`config.mk`:
```
export PLATFORM = sky130hd
export DESIGN_NAME = mem_port_arbiter
export DESIGN_NICKNAME = d
export VERILOG_FILES = /design/src/rtl/mem_port_arbiter.sv
export SDC_FILE = /design/constraint.sdc
export NUM_CORES = 1
export LEC_CHECK = 0
export ABC_AREA = 1
export BUFFER_PORTS_ARGS = -buffer_cell sky130_fd_sc_hd__buf_4
export CORE_MARGIN = 1.5
export CORE_UTILIZATION = 49
export DETAILED_ROUTE_END_ITERATION = 10
export PLACE_DENSITY = 0.87
export SLEW_MARGIN = 30
export SYNTH_ARGS = -nofsm -noshare
export SYNTH_HDL_FRONTEND = slang
export SYNTH_SLANG_ARGS = --single-unit
```
`constraint.sdc`:
```
create_clock -name clk -period 1.7 [get_ports clk]
set_input_delay 0.085 -clock clk [delete_from_list [all_inputs] [get_ports clk]]
set_output_delay 0.085 -clock clk [all_outputs]
set_load 0.02 [all_outputs]
```
`src/rtl/mem_port_arbiter.sv`:
```
// mem_port_arbiter: shares a single memory port between the instruction-fetch
// and load/store requesters. One access at a time, round-robin on ties,
// registered command and response, and a bounded wait on mem_ready.
module mem_port_arbiter #(
    parameter int DATA_WIDTH = 32,
    parameter int TIMEOUT    = 255
) (
    input  logic                  clk,
    input  logic                  reset,
    input  logic                  if_req,
    input  logic [DATA_WIDTH-1:0] if_addr,
    output logic                  if_ack,
    output logic [DATA_WIDTH-1:0] if_rdata,
    output logic                  if_err,
    input  logic                  d_req,
    input  logic                  d_store,
    input  logic [DATA_WIDTH-1:0] d_addr,
    input  logic [DATA_WIDTH-1:0] d_wdata,
    input  logic [1:0]            d_len,
    input  logic                  d_unsigned,
    output logic                  d_ack,
    output logic [DATA_WIDTH-1:0] d_rdata,
    output logic                  d_err,
    output logic [DATA_WIDTH-1:0] mem_addr,
    output logic [DATA_WIDTH-1:0] mem_wdata,
    output logic [1:0]            mem_len,
    output logic                  mem_unsigned,
    output logic                  mem_load,
    output logic                  mem_store,
    input  logic [DATA_WIDTH-1:0] mem_rdata,
    input  logic                  mem_ready
);

    typedef enum logic [1:0] {S_IDLE, S_BUSY, S_RESP} state_t;

    // Last BUSY cycle index before the access is abandoned.
    localparam logic [7:0] WAIT_LAST = 8'(TIMEOUT - 1);

    state_t                state_q;
    logic                  last_grant_q;   // 0 = fetch, 1 = data
    logic                  owner_q;        // 0 = fetch, 1 = data
    logic [7:0]            wait_cnt_q;
    logic [DATA_WIDTH-1:0] mem_addr_q, mem_wdata_q;
    logic [1:0]            mem_len_q;
    logic                  mem_unsigned_q, mem_load_q, mem_store_q;
    logic                  if_ack_q, if_err_q, d_ack_q, d_err_q;
    logic [DATA_WIDTH-1:0] if_rdata_q, d_rdata_q;
    logic                  grant_data_d;

    // Data wins when it is alone, or on a tie when fetch was granted last.
    always_comb begin
        grant_data_d = d_req && (!if_req || !last_grant_q);
    end

    // Arbiter FSM; every output is a register written here.
    always_ff @(posedge clk or negedge reset) begin
        if (!reset) begin
            state_q        <= S_IDLE;
            last_grant_q   <= 1'b0;
            owner_q        <= 1'b0;
            wait_cnt_q     <= '0;
            mem_addr_q     <= '0;
            mem_wdata_q    <= '0;
            mem_len_q      <= '0;
            mem_unsigned_q <= 1'b0;
            mem_load_q     <= 1'b0;
            mem_store_q    <= 1'b0;
            if_ack_q       <= 1'b0;
            if_err_q       <= 1'b0;
            if_rdata_q     <= '0;
            d_ack_q        <= 1'b0;
            d_err_q        <= 1'b0;
            d_rdata_q      <= '0;
        end else begin
            case (state_q)
                S_IDLE: begin
                    if (if_req || d_req) begin
                        state_q      <= S_BUSY;
                        owner_q      <= grant_data_d;
                        last_grant_q <= grant_data_d;
                        wait_cnt_q   <= '0;
                        if (grant_data_d) begin
                            mem_addr_q     <= d_addr;
                            mem_wdata_q    <= d_wdata;
                            mem_len_q      <= d_len;
                            mem_unsigned_q <= d_unsigned;
                            mem_load_q     <= !d_store;
                            mem_store_q    <= d_store;
                        end else begin
                            // Fetch is always an unsigned-agnostic full-word read.
                            mem_addr_q     <= if_addr;
                            mem_wdata_q    <= '0;
                            mem_len_q      <= 2'd3;
                            mem_unsigned_q <= 1'b0;
                            mem_load_q     <= 1'b1;
                            mem_store_q    <= 1'b0;
                        end
                    end
                end
                S_BUSY: begin
                    wait_cnt_q <= wait_cnt_q + 8'd1;
                    // mem_ready is checked first so it beats a same-cycle timeout.
                    if (mem_ready || (wait_cnt_q == WAIT_LAST)) begin
                        state_q     <= S_RESP;
                        mem_load_q  <= 1'b0;
                        mem_store_q <= 1'b0;
                        if (owner_q) begin
                            d_ack_q   <= 1'b1;
                            d_err_q   <= !mem_ready;
                            d_rdata_q <= (mem_ready && !mem_store_q) ? mem_rdata : '0;
                        end else begin
                            if_ack_q   <= 1'b1;
                            if_err_q   <= !mem_ready;
                            if_rdata_q <= mem_ready ? mem_rdata : '0;
                        end
                    end
                end
                S_RESP: begin
                    state_q    <= S_IDLE;
                    if_ack_q   <= 1'b0;
                    if_err_q   <= 1'b0;
                    if_rdata_q <= '0;
                    d_ack_q    <= 1'b0;
                    d_err_q    <= 1'b0;
                    d_rdata_q  <= '0;
                end
                default: state_q <= S_IDLE;
            endcase
        end
    end

    assign if_ack       = if_ack_q;
    assign if_rdata     = if_rdata_q;
    assign if_err       = if_err_q;
    assign d_ack        = d_ack_q;
    assign d_rdata      = d_rdata_q;
    assign d_err        = d_err_q;
    assign mem_addr     = mem_addr_q;
    assign mem_wdata    = mem_wdata_q;
    assign mem_len      = mem_len_q;
    assign mem_unsigned = mem_unsigned_q;
    assign mem_load     = mem_load_q;
    assign mem_store    = mem_store_q;

endmodule
```
== Yosys cells after proc, flatten, opt, wreduce, memory -nomap -nowiden ==
Cells that the tools add are included.
Widths: inputs -> output; s select.

* Logic and storage cells: 78
* Register bits: 148
* Bits of input ports: 137
* Output and inout port bits: 137

* Multiplexer cells: 36
* Add/subtract/negate cells: 1
* Eq/ne operators: 7
* Reductions and logical operators: 19

{| class="wikitable"
|+ Operators by type and width
! kind !! number
|-
| $mux 32 || 8
|-
| $pmux 32 s2 || 2
|-
| $pmux 8 s2 || 1
|-
| $mux 1 || 14
|-
| $pmux 1 s2 || 6
|-
| $reduce_and 3->1 || 3
|-
| $add 8x1->8 const B || 1
|-
| $eq 8x8->1 const B || 1
|-
| $mux 8 || 1
|-
| $ne 2x2->1 const B || 4
|-
| $mux 2 || 3
|-
| $reduce_and 2->1 || 3
|-
| $logic_not 1->1 || 5
|-
| $pmux 2 s2 || 1
|-
| $reduce_bool 2->1 || 2
|-
| $logic_or 1x1->1 || 3
|-
| $eq 2x1->1 const B || 1
|-
| $eq 2x2->1 const B || 1
|-
| $logic_and 1x1->1 || 2
|-
| $logic_not 2->1 || 1
|}

== Logic depth before layout (Yosys ltp) ==
* Depth in word-level cells: 6
* Gate-level depth with buffers: 10
* Gate-level depth less buffers: 9

== Worst setup path before layout ==
Ideal clock, no wire load.

* Kind: reg2reg
* Start: register wait_cnt_q[0]
* End: register d_rdata_q[10] (netlist: d_rdata[10])
* Buffers on the path: 1
* Library setup time: 0.117 ns
* Arrival time: 1.245 ns
* Slack: 0.338 ns
* Data required time: 1.583 ns
* Clock period less this slack: 1.362 ns
* Cell stages (with the launch flop): 11
* Path through: dfrtp_1 inv_1 ha_1 nand2_1 nor2_1 nand2_2 nand2_4 nand2_4 buf_6 nand2_1 nand2_1

* Word-level cells in the longest chain between the ends: 4

{| class="wikitable"
|+ RTL lines
! element !! line !! RTL
|-
| start, declared || 42 || <nowiki>logic [7:0] wait_cnt_q;</nowiki>
|-
| start signal, assigned || 101 || <nowiki>wait_cnt_q <= wait_cnt_q + 8'd1;</nowiki>
|-
| $eq 8x8->1 || 103 || <nowiki>if (mem_ready || (wait_cnt_q == WAIT_LAST)) begin</nowiki>
|-
| $logic_or 1x1->1 || 103 ||
|-
| $ne 2x2->1 (no line) || -- ||
|-
| $reduce_and 3->1 (no line) || -- ||
|-
| end signal, assigned || 110 || <nowiki>d_rdata_q <= (mem_ready && !mem_store_q) ? mem_rdata : '0;</nowiki>
|-
| end, declared || 47 || <nowiki>logic [DATA_WIDTH-1:0] if_rdata_q, d_rdata_q;</nowiki>
|}

No other way between the ends.
A chain may end at the register's enable or synchronous reset.

== Worst setup path in the final report ==
* Start: register wait_cnt_q[0]
* End: register if_err_q (netlist: if_err)

* Word-level cells in the longest chain between the ends: 4

{| class="wikitable"
|+ RTL lines
! element !! line !! RTL
|-
| $eq 8x8->1 || 103 ||
|-
| $logic_or 1x1->1 || 103 ||
|-
| $ne 2x2->1 (no line) || -- ||
|-
| $reduce_and 3->1 (no line) || -- ||
|-
| end signal, assigned || 113 || <nowiki>if_err_q <= !mem_ready;</nowiki>
|-
| end, declared || 46 || <nowiki>logic if_ack_q, if_err_q, d_ack_q, d_err_q;</nowiki>
|}

No other way between the ends.

==> impl_metrics.csv <==
group,metric,value,unit
outcome,status,"finished clean",
logic_synthesis,synth_area,6910,µm²
clock_tree,cts_root_buffer,"clkbuf_16",
detailed_routing,highest_layer,"met4",
power_and_ir_drop,p_seq_frac,0.323,
floorplan,io_pins,274,
global_route,grt_pass1_vias,7353,
worst_hold_path,holdCritPathClass,"input port to flip-flop",
logic_synthesis,synthArstFlopShare,1.00,
power_and_ir_drop,power_switching,0.00779,W
power_and_ir_drop,ir_drop,1.20,mV
critical_path,cp_cell_sequence,"inv_1 > ha_1 > nand2_1 > nor2_1 > nand2_2 > nand2_8 > buf_4 > nand3_1 > nand2_1",
global_route,grt.total_usage,0.313,
sta,setup_viol,0,
clock_tree,cts_max_level,4,
critical_path,path_class,"flip-flop to flip-flop",
detailed_routing,drt_pre_antenna_iters,5,
run,cap_violations,0,
finish,final_nets,1347,
logic_synthesis,ys_warn_count,0,
sta,slew_headroom,0.694,
clock_tree,clock-sinks,148,
floorplan,die_area,14800,µm²
critical_path,required,2.05,ns
critical_path,cpMaxStageDelayCell,"dfrtp_1",
power_and_ir_drop,pwr-share-comb,0.478,
floorplan,core_area,13800,µm²
logic_synthesis,synth.top_cell.area_share,0.536,
critical_path,path_common_cell,"nand2_1",
global_route,grt_max_degree,60,
sta,period_share,0.922,
floorplan,initial_core_util,0.500,
global_route,grt_pass1_wl,36000,µm
critical_path,cp-start-kind,"flip-flop",
detailed_routing,wl_met1,8420,µm
logic_synthesis,synth_flop_cell,"dfrtp_1",
power_and_ir_drop,intPower,0.0106,W
logic_synthesis,synth-seq-area-share,0.536,
floorplan,rows,43,
critical_path,crit_cells,9,
finish,diodes,0,
clock_tree,cts_tree,"done",
floorplan,die-height,122,µm
logic_synthesis,syn_inst,865,
logic_synthesis,avgSynthCellArea,7.99,µm²
global_route,antenna_found_initial,0,
power_and_ir_drop,pwr-share-clk,0.199,
place,globalplace.congestion,0.809,
critical_path,crit_arrival,1.92,ns
power_and_ir_drop,p_sw_frac,0.423,
power_and_ir_drop,p_total,0.0184,W
critical_path,slowest_delay,0.39,ns
sta,finalMaxSlewViolations,0,
detailed_routing,wire_per_inst,16.4,µm
logic_synthesis,syn_nets,1004,
critical_path,crit_family,"simple AND/OR/NAND/NOR gates",
logic_synthesis,ys_ff_latch,148,
logic_synthesis,yosysMostFrequentCell,"nand2_1",
detailed_routing,wl,22900,µm
critical_path,worstRegToRegCells,9,
worst_hold_path,min_path_cells,4,
detailed_routing,via_per_inst,5.26,
finish,syn_to_final_growth,52.1,%
critical_path,r2r_slack,0.13,ns
critical_path,crit_buf_inv,2,
detailed_routing,route.met2.wl,11400,µm
place,placed_area,9100,µm²
logic_synthesis,netlist_top_cells_count,"380 x nand2_1, 148 x dfrtp_1, 123 x nand3_1, 57 x inv_1, 45 x nor2_1",
detailed_routing,drt_iter0_drc,616,
logic_synthesis,synth_edf_count,0,
global_route,overflow,0,
logic_synthesis,yosysUniqueCellTypes,22,
sta,min_period,1.57,ns
sta,timing.fmax,0.638,GHz
clock_tree,cts.path.max_buffers,2,
sta,fin_hold_ws,0.0174,ns
sta,clock_skew,0.00872,ns
logic_synthesis,synth_area_leaders,"dfrtp_1 54%, nand2_1 21%, nand3_1 8.9%",
clock_tree,clock_latency,0.42,ns
detailed_routing,antenna_left,0,
sta,worst_pin_slew,0.458,ns
floorplan,die_x,122,µm
power_and_ir_drop,power.density,1750,nW/µm²
finish,final_layout_size_suffix_gt1_frac,0.282,
place,place_hpwl,14100,µm
critical_path,cp_max_fo,18,
finish,post-route-util,0.760,
place,port_buffers,273,
detailed_routing,wl_met3,1900,µm
clock_tree,cts_made_buffers,17,
sta,finalHoldViolations,0,
finish,fillers,902,
logic_synthesis,yosysTopAreaCell,"dfrtp_1",
detailed_routing,dr_total_vias,7364,
power_and_ir_drop,cellLeakagePower,5.92,nW
clock_tree,path_clk_slew,0.06,ns
detailed_routing,drc,0,
finish,finalInstanceArea,10500,µm²
critical_path,end_kind,"flip-flop",
[through the flow]
step                worst slack, ns  std cells   TNS [ns]
floorplan                     0.338        865          0
global placement              0.105       1288          0
detailed placement        -0.000427       1288  -0.000427
CTS                         -0.0141       1395    -0.0206
global route               -0.00300       1399   -0.00300
finish                        0.133       1399          0
[sequential cells by signal, indices dropped and copies added (netlist names), 2 cells and up]
signal,count
mem_len,2
d_rdata,32
mem_addr,32
state_q,2
if_rdata,32
wait_cnt_q,8
mem_wdata,32
[tightest hold or removal path: stages]
cell,delay [ns]
buf_4,0.07
nand2_1,0.05
nand3_1,0.07
o21a_1,0.12
[final cells by class]
| cell class | count | area [µm²] | share of cell area |
|---|---|---|---|
| Timing Repair Buffer | 376 | 3110 | 0.296 |
| Clock inverter | 10 | 109 | 0.0104 |
| Sequential cell | 148 | 3700 | 0.352 |
| Tap cell | 180 | 225 | 0.0214 |
| Multi-Input combinational cell | 606 | 2680 | 0.255 |
| Inverter | 59 | 221 | 0.0211 |
| Clock buffer | 20 | 457 | 0.0435 |
[placed cells by master, fill, tap and decap left out, drive strengths merged]
| cell type | n |
|---|---|
| dlygate4sd3 | 77 |
| o211ai | 9 |
| ha | 2 |
| o21ai | 5 |
| dfrtp | 148 |
| nand4 | 2 |
| inv | 59 |
| buf | 299 |
| clkbuf | 20 |
| nand3 | 123 |
| a21oi | 3 |
| nor2 | 49 |
| bufinv | 2 |
| o31ai | 1 |
| o21a | 23 |
| clkinv | 6 |
| nand2 | 389 |
| clkinvlp | 2 |
[final timing paths]
path                                            from                       end
setup / recovery           wait_cnt_q[0]$_DFFE_PN0P_        if_err$_DFFE_PN0P_
hold / removal                           if_addr[14]  mem_addr[14]$_DFFE_PN0P_
setup reg to reg           wait_cnt_q[0]$_DFFE_PN0P_        if_err$_DFFE_PN0P_
hold reg to reg              if_rdata[5]$_DFFE_PN0P_   if_rdata[5]$_DFFE_PN0P_
max in group asynchronous                      reset  if_rdata[28]$_DFFE_PN0P_
min in group asynchronous                      reset    d_rdata[9]$_DFFE_PN0P_
[cells by family after synthesis]
kind of cell | count (synthesis) | share of synthesized area
simple gates | 562 | 0.337
flops | 148 | 0.536
buf+inv | 112 | 0.0817
compound gates | 41 | 0.0417
fa+ha+maj | 2 | 0.00362
[power by group through the flow]
stage | Clock [W] | Sequential, W | Combinational, W
after floorplan | 0 | 0.00749 | 0.00330
after global placement | 0 | 0.00588 | 0.00817
after detailed placement | 0 | 0.00592 | 0.00836
after CTS | 0.00367 | 0.00589 | 0.00852
after global routing | 0.00384 | 0.00610 | 0.00943
final | 0.00366 | 0.00595 | 0.00880
[per-layer routing]
layer,up-vias,GRT usage
met5,-,0
met4,0,0.182
met3,86,0.0679
met2,462,0.539
met1,3434,0.360
li1,3382,-
[what timing repair did]
item / in CTS / in global routing
cloned: 0 / 1
hold buffers: 77 / 0
endpoints found under the hold margin: 172 / 0
setup buffers: 0 / 3
gates resized for setup: 0 / 5
endpoints found under the setup margin: 2 / 68
Note: power is estimated with default switching activity, not from simulation.
